## config.mk

```make
export PLATFORM = sky130hd
export DESIGN_NAME = rom_download_packer_flat
export DESIGN_NICKNAME = d
export VERILOG_FILES = /design/src/rtl/tecmo_pkg.sv /design/src/rtl/rom_download_packer_if.sv /design/src/rtl/rom_download_packer_word_packer.sv /design/src/rtl/rom_download_packer.sv /design/src/flat_wrapper.sv
export SDC_FILE = /design/constraint.sdc
export NUM_CORES = 1
export LEC_CHECK = 0
export ABC_AREA = 1
export CAP_MARGIN = 20
export CORE_MARGIN = 2
export CORE_UTILIZATION = 37
export DETAILED_ROUTE_END_ITERATION = 8
export GPL_ROUTABILITY_DRIVEN = 0
export PLACE_DENSITY = 0.65
export SYNTH_ARGS = -nofsm -noshare
export SYNTH_HDL_FRONTEND = slang
export SYNTH_SLANG_ARGS = --single-unit
```

## constraint.sdc

```tcl
create_clock -name clk -period 2.3 [get_ports clk]
set_input_delay 0.69 -clock clk [delete_from_list [all_inputs] [get_ports clk]]
set_output_delay 0.69 -clock clk [all_outputs]
set_load 0.005 [all_outputs]
```

## src/rtl/tecmo_pkg.sv

```systemverilog
// Shared types and constants for the ROM download path into SDRAM.
package tecmo_pkg;

    localparam int unsigned BYTE_ADDR_WIDTH = 25;
    localparam int unsigned WORD_ADDR_WIDTH = 23;

    // One SDRAM word write: word address and little-endian data.
    typedef struct packed {
        logic [WORD_ADDR_WIDTH-1:0] addr;
        logic [31:0]                data;
    } sdram_wr_t;

    typedef enum logic {
        W_IDLE,
        W_REQ
    } wr_state_e;

    // Replace byte lane `lane` of `word` with `val`.
    function automatic logic [31:0] insert_lane(input logic [31:0] word,
                                                input logic [1:0]  lane,
                                                input logic [7:0]  val);
        logic [31:0] res;
        res = word;
        unique case (lane)
            2'd0: res[7:0]   = val;
            2'd1: res[15:8]  = val;
            2'd2: res[23:16] = val;
            2'd3: res[31:24] = val;
            default: res = word;
        endcase
        return res;
    endfunction

endpackage

```

## src/rtl/rom_download_packer_if.sv

```systemverilog
// SDRAM write port: req/ack handshake with address, data and write enable.
interface rom_download_packer_if;
    import tecmo_pkg::*;

    logic [WORD_ADDR_WIDTH-1:0] sdram_addr;
    logic [31:0]                sdram_data;
    logic                       sdram_we;
    logic                       sdram_req;
    logic                       sdram_ack;

    // The packer drives the request side.
    modport master (
        output sdram_addr,
        output sdram_data,
        output sdram_we,
        output sdram_req,
        input  sdram_ack
    );

    // The SDRAM controller accepts requests.
    modport slave (
        input  sdram_addr,
        input  sdram_data,
        input  sdram_we,
        input  sdram_req,
        output sdram_ack
    );

endinterface

```

## src/rtl/rom_download_packer_word_packer.sv

```systemverilog
// Fill buffer: gathers download bytes into a 32-bit word and decides when the
// word moves on to the pending write register.
module word_packer
    import tecmo_pkg::*;
(
    input  logic                       clk,
    input  logic                       reset,
    input  logic                       byte_valid,
    input  logic [WORD_ADDR_WIDTH-1:0] byte_word,
    input  logic [1:0]                 byte_lane,
    input  logic [7:0]                 byte_data,
    input  logic                       download,
    input  logic                       pend_free,
    output logic                       promote,
    output sdram_wr_t                  promote_wr,
    output logic                       fill_valid,
    output logic                       fill_full_next
);

    logic [31:0]                fill_data_q, fill_data_d;
    logic [WORD_ADDR_WIDTH-1:0] fill_word_q, fill_word_d;
    logic                       fill_valid_q, fill_valid_d;
    // Lane 3 landed in a fresh fill while the old fill took the pending slot;
    // that word goes out as soon as the slot frees.
    logic                       fill_full_q, fill_full_d;
    logic [31:0]                merged;

    // Lane insert and promotion decision.
    always_comb begin
        fill_data_d     = fill_data_q;
        fill_word_d     = fill_word_q;
        fill_valid_d    = fill_valid_q;
        fill_full_d     = fill_full_q;
        promote         = 1'b0;
        promote_wr.addr = fill_word_q;
        promote_wr.data = fill_data_q;
        merged          = '0;

        if (fill_valid_q && pend_free && (fill_full_q || !download)) begin
            // Deferred full word, or flush after the download ended.
            promote      = 1'b1;
            fill_data_d  = '0;
            fill_valid_d = 1'b0;
            fill_full_d  = 1'b0;
        end else if (byte_valid) begin
            if (fill_valid_q && (byte_word != fill_word_q)) begin
                promote      = 1'b1;
                fill_data_d  = insert_lane(32'h0, byte_lane, byte_data);
                fill_word_d  = byte_word;
                fill_valid_d = 1'b1;
                fill_full_d  = (byte_lane == 2'd3);
            end else begin
                merged = insert_lane(fill_valid_q ? fill_data_q : 32'h0, byte_lane, byte_data);
                if (byte_lane == 2'd3) begin
                    promote         = 1'b1;
                    promote_wr.addr = byte_word;
                    promote_wr.data = merged;
                    fill_data_d     = '0;
                    fill_valid_d    = 1'b0;
                end else begin
                    fill_data_d  = merged;
                    fill_word_d  = byte_word;
                    fill_valid_d = 1'b1;
                end
            end
        end
    end

    // Fill buffer registers.
    always_ff @(posedge clk) begin
        if (reset) begin
            fill_data_q  <= '0;
            fill_word_q  <= '0;
            fill_valid_q <= 1'b0;
            fill_full_q  <= 1'b0;
        end else begin
            fill_data_q  <= fill_data_d;
            fill_word_q  <= fill_word_d;
            fill_valid_q <= fill_valid_d;
            fill_full_q  <= fill_full_d;
        end
    end

    assign fill_valid     = fill_valid_q;
    assign fill_full_next = fill_full_d;

endmodule

```

## src/rtl/rom_download_packer.sv

```systemverilog
// Packs the byte-wide HPS ROM download into 32-bit SDRAM word writes.
module rom_download_packer #(
    parameter int unsigned BYTE_ADDR_WIDTH = tecmo_pkg::BYTE_ADDR_WIDTH,
    parameter int unsigned WORD_ADDR_WIDTH = tecmo_pkg::WORD_ADDR_WIDTH,
    parameter logic [WORD_ADDR_WIDTH-1:0] BASE_ADDR = '0
) (
    input  logic                       clk,
    input  logic                       reset,
    input  logic [BYTE_ADDR_WIDTH-1:0] ioctl_addr,
    input  logic [7:0]                 ioctl_data,
    input  logic                       ioctl_wr,
    input  logic                       ioctl_download,
    output logic                       ioctl_wait,
    rom_download_packer_if.master      sdram,
    output logic                       done
);
    import tecmo_pkg::*;

    wr_state_e state_q, state_d;
    sdram_wr_t pending_q, pending_d;
    logic      pending_valid_q, pending_valid_d;
    logic      wait_q, wait_d;
    logic      dl_q, armed_q, armed_d, done_q, done_d;

    logic      accept;
    logic      promote;
    sdram_wr_t promote_wr;
    logic      fill_valid;
    logic      fill_full_next;
    logic      fall;
    logic      all_idle;

    // Bytes strobed while throttled are dropped.
    assign accept = ioctl_wr & ioctl_download & ~wait_q;

    word_packer u_word_packer (
        .clk            (clk),
        .reset          (reset),
        .byte_valid     (accept),
        .byte_word      (ioctl_addr[BYTE_ADDR_WIDTH-1:2]),
        .byte_lane      (ioctl_addr[1:0]),
        .byte_data      (ioctl_data),
        .download       (ioctl_download),
        .pend_free      (~pending_valid_q),
        .promote        (promote),
        .promote_wr     (promote_wr),
        .fill_valid     (fill_valid),
        .fill_full_next (fill_full_next)
    );

    // Write FSM next state, pending register load/clear and throttle.
    always_comb begin
        state_d         = state_q;
        pending_d       = pending_q;
        pending_valid_d = pending_valid_q;
        unique case (state_q)
            W_IDLE: begin
                if (promote) begin
                    pending_d.addr  = promote_wr.addr + BASE_ADDR;
                    pending_d.data  = promote_wr.data;
                    pending_valid_d = 1'b1;
                    state_d         = W_REQ;
                end
            end
            W_REQ: begin
                if (sdram.sdram_ack) begin
                    pending_d       = '0;
                    pending_valid_d = 1'b0;
                    state_d         = W_IDLE;
                end
            end
            default: state_d = W_IDLE;
        endcase
        wait_d = pending_valid_d | fill_full_next;
    end

    // Completion tracking: arm on the download falling edge, fire once drained.
    always_comb begin
        fall     = dl_q & ~ioctl_download;
        all_idle = ~fill_valid & ~pending_valid_q;
        done_d   = (fall | armed_q) & all_idle;
        armed_d  = (fall | armed_q) & ~all_idle & ~ioctl_download;
    end

    // State registers.
    always_ff @(posedge clk) begin
        if (reset) begin
            state_q         <= W_IDLE;
            pending_q       <= '0;
            pending_valid_q <= 1'b0;
            wait_q          <= 1'b0;
            dl_q            <= 1'b0;
            armed_q         <= 1'b0;
            done_q          <= 1'b0;
        end else begin
            state_q         <= state_d;
            pending_q       <= pending_d;
            pending_valid_q <= pending_valid_d;
            wait_q          <= wait_d;
            dl_q            <= ioctl_download;
            armed_q         <= armed_d;
            done_q          <= done_d;
        end
    end

    assign sdram.sdram_req  = (state_q == W_REQ);
    assign sdram.sdram_we   = (state_q == W_REQ);
    assign sdram.sdram_addr = pending_q.addr;
    assign sdram.sdram_data = pending_q.data;
    assign ioctl_wait       = wait_q;
    assign done             = done_q;

endmodule

```

## src/flat_wrapper.sv

```systemverilog
// flat-port wrapper written by rule: the top's interface ports become plain ports
module rom_download_packer_flat import tecmo_pkg::*;
#(
    parameter int unsigned BYTE_ADDR_WIDTH = tecmo_pkg::BYTE_ADDR_WIDTH,
    parameter int unsigned WORD_ADDR_WIDTH = tecmo_pkg::WORD_ADDR_WIDTH,
    parameter logic [WORD_ADDR_WIDTH-1:0] BASE_ADDR = '0
)
  (clk, reset, ioctl_addr, ioctl_data, ioctl_wr, ioctl_download, ioctl_wait, done, sdram_sdram_addr, sdram_sdram_data, sdram_sdram_we, sdram_sdram_req, sdram_sdram_ack);
  rom_download_packer_if sdram_i ();
  input  logic clk;
  input  logic reset;
  input  logic [BYTE_ADDR_WIDTH-1:0] ioctl_addr;
  input  logic [7:0] ioctl_data;
  input  logic ioctl_wr;
  input  logic ioctl_download;
  output logic ioctl_wait;
  output logic done;
  output wire logic [$bits(sdram_i.sdram_addr)-1:0] sdram_sdram_addr;
  output wire logic [$bits(sdram_i.sdram_data)-1:0] sdram_sdram_data;
  output wire logic [$bits(sdram_i.sdram_we)-1:0] sdram_sdram_we;
  output wire logic [$bits(sdram_i.sdram_req)-1:0] sdram_sdram_req;
  input wire logic [$bits(sdram_i.sdram_ack)-1:0] sdram_sdram_ack;
  assign sdram_sdram_addr = sdram_i.sdram_addr;
  assign sdram_sdram_data = sdram_i.sdram_data;
  assign sdram_sdram_we = sdram_i.sdram_we;
  assign sdram_sdram_req = sdram_i.sdram_req;
  assign sdram_i.sdram_ack = sdram_sdram_ack;
  rom_download_packer #(.BYTE_ADDR_WIDTH(BYTE_ADDR_WIDTH), .WORD_ADDR_WIDTH(WORD_ADDR_WIDTH), .BASE_ADDR(BASE_ADDR)) u_core (.clk(clk), .reset(reset), .ioctl_addr(ioctl_addr), .ioctl_data(ioctl_data), .ioctl_wr(ioctl_wr), .ioctl_download(ioctl_download), .ioctl_wait(ioctl_wait), .sdram(sdram_i), .done(done));
endmodule
```

; After elaboration in Yosys (flattened, before gate mapping)
; Cells that the tools add are included.
[word_totals]
in_bits = 38
output_inout_bits = 59
reg_bits = 118
elab_cells = 79
[op_classes]
n_eq_ne = 7
mux = 35
n_reduce_logical = 9
bitwise_logic = 16
[ops]
columns = op, n
row1 = 2-to-1 mux 55 bit, 6
row2 = case mux 55 bit (2 select lines), 1
row3 = 2-to-1 mux 32 bit, 3
row4 = 2-to-1 mux 8 bit, 8
row5 = 2-to-1 mux 23 bit, 2
row6 = inequality test 23 bit, 1
row7 = 2-to-1 mux 1 bit, 13
row8 = bitwise AND 1 bit, 7
row9 = inverter 1 bit, 7
row10 = "== test 2 bit, second input constant", 2
row11 = "inequality test 2 bit, second input constant", 2
row12 = case mux 1 bit (2 select lines), 2
row13 = logical AND 1 bit, 3
row14 = AND reduction 3 bit, 1
row15 = "== test 2 x 1 -> 1 bit, second input constant", 1
row16 = zero test 2 bit, 1
row17 = "inequality test 2 x 1 -> 1 bit, second input constant", 1
row18 = OR 1 bit, 2
row19 = AND reduction 2 bit, 1
row20 = OR reduction 2 bit, 1
row21 = zero test 1 bit, 1
row22 = logical OR 1 bit, 1

; Logic depth before layout (Yosys ltp)
[logic_depth]
depth_word = 8
ltp_mapped = 17
depth_no_buf = 16

; Cells and area by module
; A second synthesis with hierarchy kept.
[hier_totals]
hier_cells = 1025
hier_area_um2 = 6332.3
[by_module_without_submodules]
columns = mod, seq_area_each_um2, instances, cells_per_inst, area_each_um2
row1 = word_packer, 1141.1, 1, 751, 4107.7
row2 = rom_download_packer, 1221.2, 1, 274, 2224.6

; Least setup slack after synthesis
; Ideal clock, no wire load.
[synth_path]
path_kind = in2reg
start = input ioctl_addr[11]
end = register u_core.pending_q, in the netlist u_core.sdram.sdram_addr[20]
path_buffers = 1
slack_ps = 152
stages = 16
t_arrival_ps = 2015
required_time_ps = 2168
setup_time_ps = 132
cell_sequence = inv_1 nand2_1 nand2_1 nor2_1 nand2_1 nor2_2 nand3_4 nand2_4 nand2_4 nand2_4 nand2_4 nand2_4 nand2_4 buf_2 nand2_1 a21oi_1
[synth_via]
elab_chain_cells = 7
elab_cells_between_ends = 12
cone_classes = eq/ne: 2 / mux: 8 / reduce/logical: 2
[synth_lines]
columns = item, line
row1 = start: declaration, flat_wrapper.sv:12  ; input logic [BYTE_ADDR_WIDTH-1:0] ioctl_addr;
row2 = inequality test 23 bit *, rom_download_packer_word_packer.sv:46  ; if (fill_valid_q && (byte_word != fill_word_q)) begin
row3 = logical AND 1 bit *, rom_download_packer_word_packer.sv:46
row4 = 2-to-1 mux 55 bit / 2-to-1 mux 1 bit (equally long branches), rom_download_packer_word_packer.sv:46
row5 = 2-to-1 mux 55 bit / 2-to-1 mux 1 bit (equally long branches), rom_download_packer_word_packer.sv:45  ; end else if (byte_valid) begin
row6 = 2-to-1 mux 55 bit / 2-to-1 mux 1 bit (equally long branches), rom_download_packer_word_packer.sv:39  ; if (fill_valid_q && pend_free && (fill_full_q || !download)) begin
row7 = 2-to-1 mux 55 bit / inequality test 2 x 1 -> 1 bit (equally long branches), n/a
row8 = case mux 55 bit (2 select lines) / AND reduction 2 bit (equally long branches), n/a
row9 = end signal: assignment, rom_download_packer.sv:97  ; pending_q <= pending_d;
row10 = end: declaration, rom_download_packer.sv:20  ; sdram_wr_t pending_q, pending_d;
; Every way passes the cells marked *; elsewhere a longest branch is shown, timed or not. The select of a mux whose other input is x is not followed.
; A chain may end at the register's enable or synchronous reset.

; Worst setup path after layout
[layout_path]
start = input ioctl_download
end = register u_core.pending_q, in the netlist u_core.sdram.sdram_addr[2]
[layout_via]
elab_chain_cells = 6
elab_cells_between_ends = 13
cone_classes = eq/ne: 1 / mux: 6 / bitwise: 2 / reduce/logical: 4
[layout_lines]
columns = item, line
row1 = start: declaration, flat_wrapper.sv:15  ; input logic ioctl_download;
row2 = bitwise AND 1 bit / zero test 1 bit (equally long branches), "rom_download_packer.sv:34, rom_download_packer_word_packer.sv:39"
row3 = bitwise AND 1 bit / logical OR 1 bit (equally long branches), "rom_download_packer.sv:34, rom_download_packer_word_packer.sv:39"
row4 = 2-to-1 mux 55 bit (tied with other cells), rom_download_packer_word_packer.sv:45
row5 = 2-to-1 mux 55 bit / 2-to-1 mux 1 bit (equally long branches), rom_download_packer_word_packer.sv:39
row6 = 2-to-1 mux 55 bit / inequality test 2 x 1 -> 1 bit (equally long branches), n/a
row7 = case mux 55 bit (2 select lines) / AND reduction 2 bit (equally long branches), n/a
; Several ways; a longest one is shown, not always the timed one. The select of a mux whose other input is x is not followed.

==> results.py <==
metrics = {
    "final_layout": {
        "finish.utilization": 0.559,
        "layout-drive-gt1-share": 0.182,
        "final-instance-count-excl-fill": 1225,
        "area_growth_syn_to_layout_pct": 47.2,
        "nNetsFinal": 1064,
        "antenna_cells": 0,
    },
    "place": {
        "placed_cells": 1179,
        "post-place-ws_ps": -625,
        "hpwl_mm": 13.5,
        "io_buffer_count": 96,
    },
    "die": {
        "core_area_um2": 15200,
        "dieWidth_um": 129,
        "die_area_um2": 16600,
        "initial_core_util": 0.379,
        "io_pins": 97,
        "die_y_um": 129,
        "rows": 45,
    },
    "global_routing": {
        "grt_util_all_layers": 0.233,
        "grt_pass1_vias": 5702,
        "antenna_found_initial": 0,
        "grt_max_degree": 25,
        "grt_pass1_wl_mm": 29.8,
        "grt.overflow.total": 0,
    },
    "sta": {
        "clock_skew_ps": 13.6,
        "finalHoldViolations": 0,
        "finalWorstSetupSlack_ps": 128,
        "fin_crit_sh": 0.944,
        "setup_viol": 0,
        "relSlewSlack": 0.661,
        "tns_ps": 0,
        "drv_slew": 0,
        "min_period_ps": 2170,
        "max_freq_mhz": 460,
        "worst_slew_pin_slew_ps": 507,
    },
    "flow_run": {
        "cap_violations": 0,
    },
    "power_and_ir_drop": {
        "seqPwrFrac": 0.369,
        "power_density_nw_per_um2": 703,
        "power_switching_w": 0.00159,
        "ir_drop_uv": 551,
        "cellInternalPower_w": 0.00438,
        "total_power_w": 0.00597,
        "combPwrFrac": 0.185,
        "sw_frac_of_total": 0.267,
        "clockPowerShare": 0.446,
        "power.leakage_nw": 3.55,
    },
    "routing": {
        "via_per_inst": 5.17,
        "drtIter0Drc": 499,
        "wl_per_cell_um": 15.6,
        "vias": 6333,
        "drc": 0,
        "routed_wl_mm": 19.1,
        "drtAntennaViolNets": 0,
        "firstDrtPassIters": 5,
    },
    "critical_path": {
        "crit_top_cell": "nand2_1",
        "end_kind": "register",
        "path_cells": "clkdlybuf4s50_1 -> nand2_1 -> nor2_4 -> clkinv_1 -> nor2_1 -> buf_4 -> nand3_2 -> buf_6 -> buf_12 -> nand2_1 -> nand3_1 -> a21oi_2",
        "slowest_stage": "clkdlybuf4s50_1",
        "rr_worst_depth": 17,
        "reg2reg_from": "u_core.u_word_packer.fill_word_q[1]",
        "rr_endpoint": "u_core.sdram.sdram_data[23]",
        "reg2reg_slack_ps": 260,
        "cp_slowest_stage_delay_ps": 510,
        "required_ps": 2660,
        "crit_type": "in2reg",
        "worstPathMaxFanout": 8,
        "critPathLaunchType": "input port",
        "arrival_ps": 2530,
    },
    "clock_tree": {
        "tritoncts": "built",
        "insertion_delay_ps": 430,
        "cts_buffer_depth": 2,
        "htreeDepth": 4,
        "numCtsBuffers": 17,
        "clkSlewWorstSetupHoldPaths_ps": 50,
        "cts_hold_buf": 0,
        "cts-root-buf": "clkbuf_16",
        "clkSinkCount": 118,
    },
    "synthesis": {
        "netlist_area_um2": 5770,
        "synth_nets": 885,
        "yosysTopAreaCellShare": 0.410,
        "synth_area_leader_cell": "dfxtp_1",
        "yosysUniqueCellTypes": 40,
        "syn_inst": 847,
        "ys.flop_type": "dfxtp_1",
        "yosysMostFrequentCell": "nand2_1",
        "synth_edf_count": 0,
        "ys_ff_latch": 118,
        "synth_commonest_cells": "nand2_1, dfxtp_1, a21oi_1",
        "yosysSeqAreaShare": 0.410,
        "postSynthAreaPerCell_um2": 6.81,
        "ys_warn_count": 0,
        "synth_async_sr_flop_share": 0,
        "synth_area_leaders": "dfxtp_1, nand2_1, a21oi_1, nand3_1, inv_1",
    },
    "worst_hold_path": {
        "hp-start": "u_core.u_word_packer.fill_data_q[31]",
        "min_delay_worst_endpoint": "u_core.u_word_packer.fill_data_q[31]",
        "worstHoldPathType": "reg2reg",
        "min_path_cells": 2,
    },
    "outcome": {
        "outcome": "finished clean",
    },
}
power groups by stage:
| stage | Sequential [W] | Combinational (W) | Clock [W] |
|---|---|---|---|
| 6_report | 0.00221 | 0.00110 | 0.00266 |
| 4_1_cts | 0.00220 | 0.00105 | 0.00268 |
| 2_1_floorplan | 0.00223 | 0.000501 | 0 |
| 5_1_grt | 0.00221 | 0.00120 | 0.00279 |
| 3_3_place_gp | 0.00224 | 0.000958 | 0 |
| 3_5_place_dp | 0.00224 | 0.000965 | 0 |
worst max-delay path: cells and delay by family:
kind,cells,cell delay [ps]
AOI/OAI and AO/OA,1,160
buffers and inverters,5,1030
and+or+nand+nor,6,670
per-layer routing:
layer / track usage / up-vias / part of all wire
li1: - / 3173 / -
met1: 0.321 / 2916 / 0.46
met2: 0.362 / 226 / 0.45
met3: 0.0553 / 18 / 0.074
met4: 0.0735 / 0 / 0.014
met5: 0 / - / 0
area by class of cell:
type	instances	area, um^2
Multi-Input combinational cell	598	2990
Fill cell	1442	6710
Sequential cell	118	2360
Timing Repair Buffer	208	2000
Inverter	83	314
Clock inverter	8	125
Clock buffer	22	464
Tap cell	188	235
sequential cells by signal, summed over array words and instances (netlist names):
register                          flops
u_core.sdram.sdram_addr              23
u_core.armed_q                        1
u_core.u_word_packer.fill_valid       1
u_core.ioctl_wait                     1
u_core.u_word_packer.fill_word_q     23
u_core.sdram.sdram_req                1
u_core.sdram.sdram_data              32
u_core.pending_valid_q                1
u_core.u_word_packer.fill_full_q      1
u_core.done                           1
u_core.u_word_packer.fill_data_q     32
u_core.dl_q                           1
metrics by stage:
step,hold WS [ps],cell area (um^2)
after floorplan,439,5770
after global placement,451,7560
after detailed placement,456,7560
after CTS,464,8360
after global routing,491,8490
final,460,8490
cells in the final DEF (no fill, tap or decap), types with 11 or more instances in the layout:
cell type / Yosys / final
nor2_1: 60 / 58
dfxtp_1: 118 / 118
nand4_1: 18 / 18
o21ai_0: 40 / 34
a21oi_1: 110 / 101
nand3_1: 91 / 88
nor3_1: 11 / 11
clkdlybuf4s50_1: 0 / 72
nand2_1: 194 / 192
dlygate4sd2_1: 0 / 16
clkbuf_16: 0 / 18
inv_1: 74 / 72
buf_4: 8 / 94
o21ai_1: 21 / 25
cell families after synthesis:
logic type / synth area share
buf+inv: 0.0959
xor+xnor: 0.00456
simple gates: 0.308
flops: 0.410
compound gates: 0.182
repair_timing:
action	CTS	global route
gates cloned	3	2
pin swaps	11	20
resized for setup	33	35
buffers inserted	11	0
setup endpoints to repair	103	106
worst max-delay path by stage:
stage / endpoint / slack (ps) / depth (start not counted) / start
final: u_core.sdram.sdram_addr[2] / 130 / 12 / ioctl_download
after global routing: u_core.sdram.sdram_addr[4] / -5 / 12 / ioctl_download
after global placement: u_core.sdram.sdram_addr[5] / -590 / 15 / ioctl_addr[24]
after detailed placement: u_core.sdram.sdram_addr[4] / -620 / 15 / ioctl_addr[3]
after CTS: u_core.sdram.sdram_addr[20] / 0.8 / 14 / ioctl_addr[7]
after floorplan: u_core.sdram.sdram_addr[20] / 150 / 16 / ioctl_addr[11]
Power figures use the tool's default switching activity.
